==> src/rtl/baseaddr_pkg.sv <==
// Shared definitions for the frame-buffer pointer loop: ring size, one-hot
// pointer type, pointer helpers and the reader FSM encoding.
package baseaddr_pkg;

    localparam int NBUF = 5;

    typedef logic [NBUF-1:0] onehot_t;

    typedef enum logic {
        ST_IDLE   = 1'b0,
        ST_ACTIVE = 1'b1
    } rd_state_t;

    // True when exactly one bit of the pointer is set.
    function automatic logic onehot_valid(input onehot_t v);
        return (v != '0) && ((v & (v - onehot_t'(1))) == '0);
    endfunction

    // Position of the set bit; an all-zero pointer maps to 0.
    function automatic logic [2:0] onehot2idx(input onehot_t v);
        logic [2:0] idx;
        idx = 3'd0;
        for (int i = 0; i < NBUF; i++) begin
            if (v[i]) begin
                idx = 3'(i);
            end
        end
        return idx;
    endfunction

endpackage

==> src/rtl/edge_generator.sv <==
// Registered edge detector producing a one-cycle pulse on the selected edge
// of an already-synchronous input.
module edge_generator #(
    parameter string MODE = "NORMAL"
) (
    input  logic clk,
    input  logic rst_n,
    input  logic sig_in,
    output logic pulse_out
);

    logic prev_q, prev_d;
    logic pulse_q, pulse_d;

    // Edge selection: NORMAL = rising, FALLING = falling, BOTH = either.
    always_comb begin
        prev_d = sig_in;
        if (MODE == "FALLING") begin
            pulse_d = prev_q & ~sig_in;
        end else if (MODE == "BOTH") begin
            pulse_d = prev_q ^ sig_in;
        end else begin
            pulse_d = sig_in & ~prev_q;
        end
    end

    // Previous-value and pulse registers.
    always_ff @(posedge clk or negedge rst_n) begin
        if (!rst_n) begin
            prev_q  <= 1'b0;
            pulse_q <= 1'b0;
        end else begin
            prev_q  <= prev_d;
            pulse_q <= pulse_d;
        end
    end

    assign pulse_out = pulse_q;

endmodule

==> src/rtl/baseaddr_rd_loop.sv <==
// Reader-side buffer pointer tracker: adopts the writer's newest completed
// buffer on each reader vsync and reports its pointer and DDR base address.
module baseaddr_rd_loop
    import baseaddr_pkg::*;
#(
    parameter logic [31:0] BASE_ADDR   = 32'h0000_0000,
    parameter logic [31:0] FRAME_BYTES = 32'h0020_0000,
    parameter int          ADDR_W      = 32
) (
    input  logic              wclk,
    input  logic              wrst_n,
    input  logic              rd_vs,
    input  logic              rd_en,
    input  logic [NBUF-1:0]   wr_current_point,
    input  logic [NBUF-1:0]   last_next_point,
    output logic [NBUF-1:0]   rd_curr_point,
    output logic [ADDR_W-1:0] rd_base_addr,
    output logic              rd_frame_valid,
    output logic              rd_frame_new,
    output logic [7:0]        repeat_cnt,
    output logic [7:0]        skip_cnt
);

    localparam logic [ADDR_W-1:0] BASE_W  = ADDR_W'(BASE_ADDR);
    localparam logic [ADDR_W-1:0] FRAME_W = ADDR_W'(FRAME_BYTES);

    logic vs_sync1_q, vs_sync1_d;
    logic vs_sync2_q, vs_sync2_d;
    logic vs_rise_s;

    rd_state_t         state_q, state_d;
    onehot_t           curr_q, curr_d;
    onehot_t           lnp_q, lnp_d;
    logic              pending_q, pending_d;
    logic [7:0]        repeat_q, repeat_d;
    logic [7:0]        skip_q, skip_d;
    logic              valid_q, valid_d;
    logic              new_q, new_d;
    logic [ADDR_W-1:0] addr_q, addr_d;

    logic lnp_change_s;
    logic adopt_s;
    logic repeat_inc_s;
    logic can_adopt_s;

    // Two-stage synchronizer for the reader vsync.
    always_comb begin
        vs_sync1_d = rd_vs;
        vs_sync2_d = vs_sync1_q;
    end

    edge_generator #(
        .MODE ("NORMAL")
    ) u_vs_edge (
        .clk       (wclk),
        .rst_n     (wrst_n),
        .sig_in    (vs_sync2_q),
        .pulse_out (vs_rise_s)
    );

    // Adoption FSM and pointer selection; uses the pre-update shadow/pending.
    always_comb begin
        state_d      = state_q;
        curr_d       = curr_q;
        adopt_s      = 1'b0;
        repeat_inc_s = 1'b0;
        can_adopt_s  = pending_q && (lnp_q != wr_current_point);
        case (state_q)
            ST_IDLE: begin
                if (vs_rise_s && rd_en && can_adopt_s) begin
                    adopt_s = 1'b1;
                end else begin
                    adopt_s = 1'b0;
                end
            end
            ST_ACTIVE: begin
                if (vs_rise_s) begin
                    if (!rd_en) begin
                        state_d = ST_IDLE;
                        curr_d  = '0;
                    end else if (can_adopt_s) begin
                        adopt_s = 1'b1;
                    end else begin
                        repeat_inc_s = 1'b1;
                    end
                end else begin
                    repeat_inc_s = 1'b0;
                end
            end
            default: begin
                state_d = ST_IDLE;
                curr_d  = '0;
            end
        endcase
        if (adopt_s) begin
            state_d = ST_ACTIVE;
            curr_d  = lnp_q;
        end else begin
            adopt_s = 1'b0;
        end
    end

    // Shadow of the writer's completed pointer, pending flag and counters.
    always_comb begin
        lnp_change_s = onehot_valid(last_next_point) && (last_next_point != lnp_q);
        lnp_d        = lnp_q;
        pending_d    = pending_q;
        skip_d       = skip_q;
        if (adopt_s) begin
            pending_d = 1'b0;
        end else begin
            pending_d = pending_q;
        end
        if (lnp_change_s) begin
            lnp_d     = last_next_point;
            pending_d = 1'b1;
            // A frame that was pending and not consumed this cycle is lost.
            if (pending_q && !adopt_s && (skip_q != 8'hFF)) begin
                skip_d = skip_q + 8'd1;
            end else begin
                skip_d = skip_q;
            end
        end else begin
            lnp_d = lnp_q;
        end
        if (repeat_inc_s && (repeat_q != 8'hFF)) begin
            repeat_d = repeat_q + 8'd1;
        end else begin
            repeat_d = repeat_q;
        end
        valid_d = (curr_d != '0);
        new_d   = adopt_s;
        addr_d  = BASE_W + (ADDR_W'(onehot2idx(curr_q)) * FRAME_W);
    end

    // State registers; reset releases the held buffer immediately.
    always_ff @(posedge wclk or negedge wrst_n) begin
        if (!wrst_n) begin
            vs_sync1_q <= 1'b0;
            vs_sync2_q <= 1'b0;
            state_q    <= ST_IDLE;
            curr_q     <= '0;
            lnp_q      <= onehot_t'(1);
            pending_q  <= 1'b0;
            repeat_q   <= 8'd0;
            skip_q     <= 8'd0;
            valid_q    <= 1'b0;
            new_q      <= 1'b0;
            addr_q     <= BASE_W;
        end else begin
            vs_sync1_q <= vs_sync1_d;
            vs_sync2_q <= vs_sync2_d;
            state_q    <= state_d;
            curr_q     <= curr_d;
            lnp_q      <= lnp_d;
            pending_q  <= pending_d;
            repeat_q   <= repeat_d;
            skip_q     <= skip_d;
            valid_q    <= valid_d;
            new_q      <= new_d;
            addr_q     <= addr_d;
        end
    end

    assign rd_curr_point  = curr_q;
    assign rd_base_addr   = addr_q;
    assign rd_frame_valid = valid_q;
    assign rd_frame_new   = new_q;
    assign repeat_cnt     = repeat_q;
    assign skip_cnt       = skip_q;

endmodule

==> config.mk <==
export PLATFORM = sky130hd
export DESIGN_NAME = baseaddr_rd_loop
export DESIGN_NICKNAME = d
export VERILOG_FILES = /design/src/rtl/baseaddr_pkg.sv /design/src/rtl/edge_generator.sv /design/src/rtl/baseaddr_rd_loop.sv
export SDC_FILE = /design/constraint.sdc
export NUM_CORES = 1
export LEC_CHECK = 0
export ABC_AREA = 1
export CORE_UTILIZATION = 45
export DETAILED_ROUTE_END_ITERATION = 8
export PLACE_DENSITY = 0.82
export SLEW_MARGIN = 20
export SYNTH_ARGS = -nofsm -noshare
export SYNTH_HDL_FRONTEND = slang
export SYNTH_HIERARCHICAL = 1
export SYNTH_SLANG_ARGS = --single-unit
==> constraint.sdc <==
create_clock -name wclk -period 1.9 [get_ports wclk]
set_clock_uncertainty 0.15 [all_clocks]
set_input_delay 0.38 -clock wclk [delete_from_list [all_inputs] [get_ports wclk]]
set_output_delay 0.38 -clock wclk [all_outputs]
set_load 0.05 [all_outputs]
* Yosys cells after proc, flatten, opt, wreduce, memory -nomap -nowiden *
Cells that the tools add are included.
Widths: inputs -> output; s select.

word-level totals
  logic and storage cells = 62
  input bits = 14
  flip-flop bits (word level) = 37
  output and inout bits = 55

cells by class
  mux-type cells = 24
  reductions and logical operators = 14
  equal/unequal tests = 4
  bitwise gates (word level) = 4
  $add $sub $neg = 3

operators by type and width
  cell                 count
  $mux 5               4
  $add 8x1->8 const B  2
  $mux 1               16
  $ne 8x8->1 const B   2
  $ne 5x5->1           2
  $reduce_bool 5->1    2
  $mux 3               3
  $logic_and 1x1->1    8
  $and 5x5->5          1
  $logic_not 5->1      1
  $sub 5x1->5 const B  1
  $not 1->1            2
  $pmux 1 s2           1
  $reduce_and 2->1     1
  $reduce_bool 2->1    1
  $and 1x1->1          1
  $logic_not 1->1      1

* Logic depth before layout (Yosys ltp) *
Gate-level depths: netlist (run 1).

  word-level depth = 11
  mapped depth = 11
  depth with buffers taken out = 11

* Cells and area by module *
Netlist (run 1), hierarchy kept.

modules (own cells, without submodules)
  module            instances  area each (sq um)  sequential area each (sq um)  cells each
  baseaddr_rd_loop  1          2023.2             877.1                         249
  edge_generator    1          60.1               50.0                          4

* Least setup slack after synthesis (run 1) *
OpenSTA, ideal clock, no wires.

  path kind = register -> register
  start point = reg skip_q[0], in the netlist skip_cnt[0]
  end point = reg skip_q[2], in the netlist skip_cnt[2]
  setup slack = -0.037 ns
  cell stages (with the launch flop) = 9
  arrival time = 1.721 ns
  required time = 1.685 ns
  path buffers = 0
  setup time = 0.065 ns
  clock period less this slack = 1.937 ns
  cells stage by stage = dfrtp_1 > ha_1 > nand3_1 > nor2_1 > and3_1 > nor2_8 > nand2_4 > nand2_1 > nand2_1

on the way
  word-level cells in the longest chain between the ends = 3
  elaborated cells on any way between the ends = 4
  classes of those cells = add/sub: 1; eq/ne: 1; reduce/logical: 2

ends and longest elaborated chain
  item                                                                 RTL line                 source
  start, declared                                                      baseaddr_rd_loop.sv:36   logic [7:0] skip_q, skip_d;
  start signal, assigned                                               baseaddr_rd_loop.sv:158  skip_q <= skip_d;
  parallel branches: the longest is 3 deep, another holds $add 8x1->8  n/a

Parallel ways; which one is timed is not known.
A chain may end at the register's enable or synchronous reset.

* Worst setup path after layout (run 1) *
  start point = in last_next_point[1]
  end point = reg skip_q[4], in the netlist skip_cnt[4]

on the way
  word-level cells in the longest chain between the ends = 6
  elaborated cells on any way between the ends = 8
  classes of those cells = add/sub: 1; eq/ne: 1; bitwise: 1; reduce/logical: 5

ends and longest elaborated chain
  item                                   RTL line                 source
  start, declared                        baseaddr_rd_loop.sv:15   input logic [NBUF-1:0] last_next_point,
  $sub 5x1->5                            baseaddr_pkg.sv:16       return (v != '0) && ((v & (v - onehot_t'(1))) == '0);
  $and 5x5->5                            baseaddr_pkg.sv:16
  $logic_not 5->1                        baseaddr_pkg.sv:16
  $logic_and 1x1->1                      baseaddr_pkg.sv:16
  $logic_and 1x1->1 (*)                  baseaddr_rd_loop.sv:105  lnp_change_s = onehot_valid(last_next_point) && (last_next_point != lnp_q);
  $reduce_and 2->1 (no source line) (*)  n/a

Every way passes the cells marked *; elsewhere a longest branch is shown, timed or not.

==> impl_metrics.env, run 1 <==
export IMPL_dieArea_um2=4910
export IMPL_layout_cells_non_filler=363
export IMPL_synth_area_um2=2080
export IMPL_crit_buf_inv=1
export IMPL_worstPathArrival_ps=1850
export IMPL_drtIter0Drc=111
export IMPL_nNetsFinal=326
export IMPL_synthFlopType="dfrtp_1"
export IMPL_cts_hold_fix_buffers=0
export IMPL_die_y_um=70.0
export IMPL_insertion_delay_ps=290
export IMPL_grt_pass1_wl_um=6310
export IMPL_vias=1657
export IMPL_outcome="finished clean"
export IMPL_path_common_cell="nand2_1"
export IMPL_htreeDepth=2
export IMPL_globalRouteOverflowTotal=0
export IMPL_yosys_warnings=6
export IMPL_worst_r2r_cell_count=11
export IMPL_fin_hold_ws_ps=200
export IMPL_cts_sinks=37
export IMPL_slowest_stage="clkdlybuf4s50_1"
export IMPL_row_count=24
export IMPL_whs_path_depth=0
export IMPL_worst_slack_ps=84.3
export IMPL_post_route_period_util=0.956
export IMPL_cts_made_buffers=5
export IMPL_final_hold_viol_count=0
export IMPL_pwr_density_cell_nw_per_um2=1320
export IMPL_cp_slowest_stage_delay_ps=480
export IMPL_cts_clk_slew_worst_paths_ps=70
export IMPL_ios=69
export IMPL_syn_inst=253
export IMPL_layout_common_cells="nand2_1, buf_4, dfrtp_1, conb_1, inv_1"
export IMPL_yosys_cell_types_count=28
export IMPL_place_area_um2=2450
export IMPL_root_buffer="clkbuf_8"
export IMPL_dp_slack_ps=-261
export IMPL_fmax_ghz=0.551
export IMPL_die_x_um=70.0
export IMPL_track_usage=0.163
export IMPL_clk_path_buf_depth=2
export IMPL_async_reset_ff_frac=1.00
export IMPL_power_leakage_nw=1.40
export IMPL_path_max_fanout=8
export IMPL_drc=0
export IMPL_fill_cells=393
export IMPL_cp_depth=11
export IMPL_hp_class="reg2reg"
export IMPL_end_kind="flop"
export IMPL_syn_to_final_growth_pct=24.4
export IMPL_crit_path_cell_trace="clkdlybuf4s50_1, nor2_2, nand3_1, nand2_1, nand2_1, nor2_1, nand2_2, nor2_8, nand2_4, nand2_1, nand2_1"
export IMPL_rsz0062_at_grt="yes"
export IMPL_seq_area_frac_synth=0.445
export IMPL_grt_start_max_net_pins=38
export IMPL_cpLargestDelayFamily="simple AND/OR/NAND/NOR gates"
export IMPL_maxCapViolations=0
export IMPL_drv_slew=0
export IMPL_cp_start_kind="input port"
export IMPL_initial_core_util=0.472
export IMPL_dp_cells=353
export IMPL_crit_required_ps=1930
export IMPL_worst_setup_path_type="in2reg"
export IMPL_layout_commonest_cell="nand2_1"
export IMPL_grt_pass1_vias=1456
export IMPL_firstDrtPassIters=4
export IMPL_syn_area_per_cell_um2=8.23
export IMPL_dp_final_hpwl_um=2950
export IMPL_setup_viol_count_final=0
export IMPL_antenna_cells=0
export IMPL_wire_per_inst_um=10.6
export IMPL_min_period_ps=1820
export IMPL_port_buffers=39
export IMPL_tns_ps=0
export IMPL_antenna_found_initial=0
export IMPL_stdcell_area_um2=2590
export IMPL_coreArea_um2=4410
export IMPL_cts_tree="done"
export IMPL_drive_above_1_share=0.212
export IMPL_place_gp_congestion=0.808
export IMPL_wl_um=3850
export IMPL_antenna_left=0
export IMPL_synth_edff_count=0
export IMPL_avgViaCountPerCell=4.56
export IMPL_ir_drop_uv=914
export IMPL_ys_seq_elements=37
==> cell type report <==
type,count,area (um^2),area share
Sequential cell,37,931,0.359
Clock inverter,3,46.3,0.0179
Inverter,29,114,0.0439
Timing Repair Buffer,53,445,0.172
Tap cell,52,65.1,0.0251
Clock buffer,5,68.8,0.0265
Multi-Input combinational cell,184,922,0.356
==> report_power, final <==
part / total, W / switching (W) / leakage [nW] / internal [W]
logic: 0.00154 / 0.00108 / 0.889 / 0.000463
clock network: 0.000680 / 0.000287 / 0.0543 / 0.000392
registers: 0.00120 / 0.000201 / 0.460 / 0.000999
total: 0.00342 / 0.00157 / 1.40 / 0.00185
==> Yosys cell counts (2+ instances only) <==
cell type / count / area share
nor2_2: 2 / 0.0060
xnor2_1: 5 / 0.021
nand2_1: 70 / 0.13
ha_1: 2 / 0.012
inv_1: 25 / 0.045
o21ai_1: 4 / 0.0096
buf_4: 30 / 0.11
xor2_1: 11 / 0.046
nor3_1: 4 / 0.0096
nand4_1: 2 / 0.0060
inv_2: 3 / 0.0054
dfrtp_1: 36 / 0.43
a21oi_1: 4 / 0.0096
nand3_1: 18 / 0.043
o21ai_0: 8 / 0.019
nor2_1: 16 / 0.029
nor2_8: 2 / 0.019
==> flip-flops by register name (all words and copies together), names as in the netlist <==
name and flops:
rd_frame_new 1, lnp_q 5, state_q 1, rd_curr_point 5, u_vs_edge/prev_q 1, pending_q 1, vs_sync2_q 1, vs_sync1_q 1
rd_frame_valid 1, rd_base_addr 3, repeat_cnt 8, u_vs_edge/pulse_out 1, skip_cnt 8
==> path summary, 6_finish.rpt <==
check                                   start             to  slack, ps
min reg2reg                        vs_sync1_q     vs_sync2_q        200
max reg2reg                          lnp_q[0]    skip_cnt[4]        130
max                        last_next_point[1]    skip_cnt[4]         80
min                                vs_sync1_q     vs_sync2_q        200
min in group asynchronous              wrst_n  repeat_cnt[3]        310
max in group asynchronous              wrst_n       lnp_q[0]       1040
==> per-layer routing <==
layer  vias to the layer above  global-route usage  wire (um)
met5                         -                   0          0
met4                         0              0.0467         37
met3                         5              0.0505        218
met2                        51               0.282       1970
met1                       753               0.195       1620
li1                        848                   -          -
==> metrics by stage <==
stage,power (W),util
final,0.00342,0.587
after global routing,0.00361,0.587
after CTS,0.00345,0.582
after detailed placement,0.00276,0.556
after global placement,0.00272,0.556
after floorplan,0.00234,-
==> worst register-to-register path: cells and delay by family (launching register included) <==
kind / cells / cell delay (ps)
flops: 1 / 570
buf+inv: 2 / 110
simple gates: 9 / 830
==> repair_timing <==
item	CTS	global route
endpoints found under the setup margin	0	9
buffers inserted	0	2
resized for setup	0	3
==> cells by family after synthesis <==
| kind of cell | count (synthesis) | synth area share |
|---|---|---|
| AOI/OAI and AO/OA | 16 | 0.0384 |
| xor gates and xnor gates | 16 | 0.0673 |
| adders and majority gates | 2 | 0.0120 |
| buffers and inverters | 60 | 0.165 |
| DFF | 37 | 0.445 |
| other | 1 | 0.00180 |
| and+or+nand+nor | 121 | 0.270 |
Power figures use the tool's default switching activity.
==> run 2: changes to the inputs <==
- ABC_AREA: 1 -> default
==> run 2 against run 1 <==
  * The run now ends with negative setup slack left
  * Count of clock-buffer cells in the layout is 1 higher
  * Sequential cell count stayed put
  * Critical path depth is 3 lower
  * Die area is 0.41% lower
  * Core utilization is 4.3 points higher
  * Sequential power is 7% lower
  * First-iteration DRC count is 47% lower
  * Clock power is 21% lower
  * Power is 8.9% lower
  * Worst setup slack worse by 190 ps
  * Combinational power is 5% lower
  * Hold slack better by 16 ps
  * Highest routed layer unchanged
==> impl_metrics.env, run 2 <==
export IMPL_whs_path_depth=0
export IMPL_multi_input_area_um2=1050
export IMPL_holdCritStartpoint="vs_sync1_q"
export IMPL_antenna_cells=0
export IMPL_cp_start_kind="input port"
export IMPL_min_period_ps=2010
export IMPL_worst_setup_path_type="in2reg"
export IMPL_syn_to_final_growth_pct=33.2
export IMPL_dp_final_hpwl_um=3000
export IMPL_combPwrFrac=0.468
export IMPL_violations="negative setup slack"
export IMPL_initial_core_util=0.473
export IMPL_cts_tree="done"
export IMPL_dp_cells=317
export IMPL_seq_area_um2=931
export IMPL_synthTopCellsByArea="dfrtp_1, buf_4, xnor2_1"
export IMPL_ir_drop_uv=621
export IMPL_place_area_um2=2540
export IMPL_coreArea_um2=4380
export IMPL_vias=1654
export IMPL_grt_pass1_vias=1602
export IMPL_drv_slew=0
export IMPL_drc=0
export IMPL_htreeDepth=2
export IMPL_maxCapViolations=0
export IMPL_drtIter0Drc=59
export IMPL_fin_hold_ws_ps=216
export IMPL_stdcell_area_um2=2760
export IMPL_grt_pass1_wl_um=6820
export IMPL_ios=69
export IMPL_layout_commonest_cell="buf_4"
export IMPL_worstReg2RegEnd="skip_cnt[1]"
export IMPL_clk_path_buf_depth=2
export IMPL_worstPathArrival_ps=2050
export IMPL_worstReg2RegStart="lnp_q[0]"
export IMPL_intPower_w=0.00172
export IMPL_fmax_ghz=0.497
export IMPL_p_sw_frac=0.447
export IMPL_synthFlopType="dfrtp_1"
export IMPL_layout_cells_non_filler=333
export IMPL_synth_most_common_cell="dfrtp_1"
export IMPL_cts_sinks=37
export IMPL_yosys_cell_types_count=50
export IMPL_async_reset_ff_frac=1.00
export IMPL_antenna_found_initial=0
export IMPL_ys_seq_elements=37
export IMPL_power_leakage_nw=1.37
export IMPL_post_route_period_util=1.06
export IMPL_wire_per_inst_um=13.0
export IMPL_antenna_left=0
export IMPL_row_count=24
export IMPL_cts_made_buffers=5
export IMPL_seq_area_frac_synth=0.447
export IMPL_drive_above_1_share=0.327
export IMPL_worst_r2r_cell_count=6
export IMPL_switching_power_w=0.00140
export IMPL_fill_cells=377
export IMPL_clockPowerShare=0.173
export IMPL_synth_area_um2=2070
export IMPL_insertion_delay_ps=300
export IMPL_final_hold_viol_count=0
export IMPL_end_kind="flop"
export IMPL_yosys_area_top_type_share=0.434
export IMPL_layout_common_cells="buf_4, dfrtp_1, conb_1, nand2_1, xnor2_1"
export IMPL_place_gp_congestion=0.815
export IMPL_globalRouteOverflowTotal=0
export IMPL_syn_area_per_cell_um2=10.0
export IMPL_track_usage=0.176
export IMPL_r2r_slack_ps=-10
export IMPL_synth_edff_count=0
export IMPL_worst_slack_ps=-111
export IMPL_pwr_density_cell_nw_per_um2=1130
export IMPL_yosys_warnings=6
export IMPL_p_seq_frac=0.359
export IMPL_avgViaCountPerCell=4.97
export IMPL_grt_start_max_net_pins=38
export IMPL_cts_clk_slew_worst_paths_ps=80
export IMPL_hold_path_end="vs_sync2_q"
export IMPL_yosysTopAreaCell="dfrtp_1"
export IMPL_setup_viol_count_final=8
export IMPL_die_y_um=69.9
export IMPL_root_buffer="clkbuf_8"
export IMPL_die_x_um=69.9
export IMPL_nNetsFinal=296
export IMPL_syn_inst=207
export IMPL_crit_required_ps=1940
export IMPL_firstDrtPassIters=4
export IMPL_path_max_fanout=4
export IMPL_hp_class="reg2reg"
export IMPL_outcome="complete, but fails checks"
export IMPL_synth_cells_most_frequent="dfrtp_1, buf_4, xnor2_1"
export IMPL_wl_um=4330
export IMPL_port_buffers=39
export IMPL_dieArea_um2=4890
export IMPL_rsz0062_at_grt="yes"
[run 2: changes by cell type in the layout (fill, tap and decap cells not counted), sizes merged, moves of 6 or more]
| cell | change |
|---|---|
| buf | +24 |
| xor2 | -6 |
| nand3 | -7 |
| inv | -24 |
| nor2 | -11 |
| xnor2 | +14 |
| nand2 | -54 |
[run 2: timing repair]
action | 4_1_cts | 5_1_grt
pin swaps | 4 | 12
setup endpoints to repair | 10 | 10
resized for setup | 20 | 13
setup buffers | 6 | 2
hold buffers | 0 | 0
[run 2: how the worst max path moves through the flow]
stage	from	end	slack [ps]
6_report	last_next_point[4]	skip_cnt[5]	-110
2_1_floorplan	last_next_point[3]	skip_cnt[1]	-230
3_5_place_dp	last_next_point[3]	skip_cnt[1]	-790
5_1_grt	last_next_point[4]	skip_cnt[5]	-170
3_3_place_gp	last_next_point[3]	skip_cnt[1]	-740
4_1_cts	last_next_point[4]	skip_cnt[6]	-120
[run 2: critical path: stages]
cell     delay (ps)
buf_6           100
buf_6           100
maj3_2          300
or4_4           500
a22oi_4         270
buf_4           160
nand4_1         100
xnor2_1         140
[run 2: per-layer routing]
metal | share of wire | vias to the layer above | global-route usage
li1 | - | 807 | -
met1 | 0.41 | 787 | 0.203
met2 | 0.53 | 51 | 0.316
met3 | 0.052 | 9 | 0.0447
met4 | 0.017 | 0 | 0.0600
met5 | 0 | - | 0
[run 2: power by group through the flow]
| stage | clock network [W] | registers [W] | logic [W] |
|---|---|---|---|
| 5_1_grt | 0.000584 | 0.00115 | 0.00154 |
| 2_1_floorplan | 0 | 0.00156 | 0.000549 |
| 6_report | 0.000539 | 0.00112 | 0.00146 |
| 4_1_cts | 0.000551 | 0.00112 | 0.00142 |
| 3_3_place_gp | 0 | 0.00112 | 0.00137 |
| 3_5_place_dp | 0 | 0.00113 | 0.00140 |
[run 2: area by class of cell]
cell class                      instances  area share
Clock inverter                          2     0.00362
Clock buffer                            6      0.0263
Inverter                                5     0.00679
Tap cell                               52      0.0235
Sequential cell                        37       0.337
Timing Repair Buffer                   74       0.223
Multi-Input combinational cell        157       0.380
[run 2: kinds of logic after synthesis]
family / count (synthesis) / share of synthesized area
adders and majority gates: 3 / 0.0175
muxes: 3 / 0.0181
buffers and inverters: 41 / 0.133
xor gates and xnor gates: 24 / 0.101
AOI/OAI and AO/OA: 32 / 0.110
DFF: 37 / 0.447
and+or+nand+nor: 66 / 0.172
other: 1 / 0.00181
[run 2: through the flow]
step / TNS, ps / utilization / setup WS (ps) / power (W)
4_1_cts: -510 / 0.613 / -119 / 0.00309
6_report: -558 / 0.630 / -111 / 0.00312
2_1_floorplan: -1160 / - / -225 / 0.00211
5_1_grt: -1030 / 0.630 / -171 / 0.00328
3_5_place_dp: -9310 / 0.579 / -788 / 0.00253
3_3_place_gp: -8580 / 0.579 / -743 / 0.00249
==> edit: new RTL, config.mk and constraints of run 1 <==
The parameter `ADDR_W` goes from 32 to 36.
--- a/src/rtl/baseaddr_rd_loop.sv
+++ b/src/rtl/baseaddr_rd_loop.sv
@@ -6,5 +6,5 @@
     parameter logic [31:0] BASE_ADDR   = 32'h0000_0000,
     parameter logic [31:0] FRAME_BYTES = 32'h0020_0000,
-    parameter int          ADDR_W      = 32
+    parameter int          ADDR_W      = 36
 ) (
     input  logic              wclk,
Ports: changed (resized rd_base_addr); port bits go from 69 to 73. The function was not compared with the original's and may differ.
==> edit against run 1 <==
  * The flow now finishes with violations (design-rule violations)
  * Final cell count grew 1.1%
  * Hold slack improved by 0.00084 ns
  * Synthesized area up 1.4%
  * Wire length rose by 3.3%
  * Non-clock buffer count stayed put
  * Critical endpoint is now skip_cnt[3]
  * Core utilization grew 0.48 points
  * Total power decreased by 0.54%
  * Setup slack gained 0.0079 ns
  * Sequential cell count is the same
  * Cell area up 1.5%
==> edit: results (changes against run 1) <==
\begin{tabular}{lr}
\hline
Metric & Value \\
\hline
\multicolumn{2}{l}{\textbf{Global route}} \\
Via count of the first global-routing pass & 1482 (+1.8\%) \\
Wire length of the first global-routing pass & 6450 um (+2.2\%) \\
Total global-route track usage & 0.166 (+0.00258) \\
\multicolumn{2}{l}{\textbf{Critical path}} \\
CP arrival & 1.88 ns (+0.03 ns) \\
Critical Path Source & lnp\_q[0] \\
Maximum fanout along the worst path & 7 (-1) \\
CP Class & reg -> reg \\
\multicolumn{2}{l}{\textbf{Synth}} \\
Syn\_area\_per\_cell & 8.22 um2 (-0.14\%) \\
Top post-synthesis cells by area & sky130\_fd\_sc\_hd\_\_dfrtp\_1 43\%, sky130\_fd\_sc\_hd\_\_nand2\_1 12\%, sky130\_fd\_sc\_hd\_\_buf\_4 12\% \\
Most used standard cells in the synthesized netlist & 70 x sky130\_fd\_sc\_hd\_\_nand2\_1, 36 x sky130\_fd\_sc\_hd\_\_dfrtp\_1, 34 x sky130\_fd\_sc\_hd\_\_buf\_4 \\
\multicolumn{2}{l}{\textbf{Outcome}} \\
Result of the run & finished, violations left \\
Failing checks & design-rule violations \\
\multicolumn{2}{l}{\textbf{Drt}} \\
Wire length on met2 & 2000 um (+1.5\%) \\
Met1 WL & 1680 um (+3.8\%) \\
Count of vias placed by the detailed router & 1683 (+1.6\%) \\
Router iterations before antenna repair & 6 (+2) \\
Number of remaining DRC errors & 10 (+10) \\
DRC marker count from the first detailed-route iteration & 76 (-32\%) \\
Met3 WL post-DR & 240 um (+10\%) \\
\multicolumn{2}{l}{\textbf{STA}} \\
Worst-case hold slack & 0.201 ns (+0.000840 ns) \\
\multicolumn{2}{l}{\textbf{Placement}} \\
Placed instance count & 355 (+0.57\%) \\
Post-Place Worst Slack & -0.277 ns (-0.0165 ns) \\
\multicolumn{2}{l}{\textbf{Finish}} \\
Post-Layout Inst Area & 2630 um2 (+1.5\%) \\
Final standard cell count with taps included and fillers excluded & 367 (+1.1\%) \\
Nets & 330 (+1.2\%) \\
\multicolumn{2}{l}{\textbf{Power and ir drop}} \\
Worst IR drop on VDD & 1.17 mV (+28\%) \\
\hline
\end{tabular}
[edit: metal layers]
layer / global-route usage / vias up
met5: 0 / -
met4: 0.0400 / 0
met3: 0.0556 / 5
met2: 0.279 / 58
met1: 0.208 / 775
li1: - / 845
[edit: cell type report]
type                            instances  share of cell area
Clock inverter                          1             0.00190
Clock buffer                            7              0.0366
Inverter                               29              0.0442
Tap cell                               52              0.0247
Timing Repair Buffer                   53               0.178
Sequential cell                        37               0.354
Multi-Input combinational cell        188               0.361
[edit: timing repair]
item,in CTS,in global routing
buffers inserted,0,4
hold buffers,0,0
resized for setup,0,14
endpoints found under the setup margin,0,21
[edit: power by group]
part	switching (W)	internal [W]
Sequential	0.000201	0.000999
Clock	0.000261	0.000327
Combinational	0.00112	0.000494
[edit: cells by family after synthesis]
logic type,count (synthesis),synth area share
other,1,0.00177
adders and majority gates,2,0.0118
AOI/OAI and AO/OA,16,0.0379
buffers and inverters,64,0.177
xor gates and xnor gates,16,0.0663
DFF,37,0.439
and+or+nand+nor,121,0.266
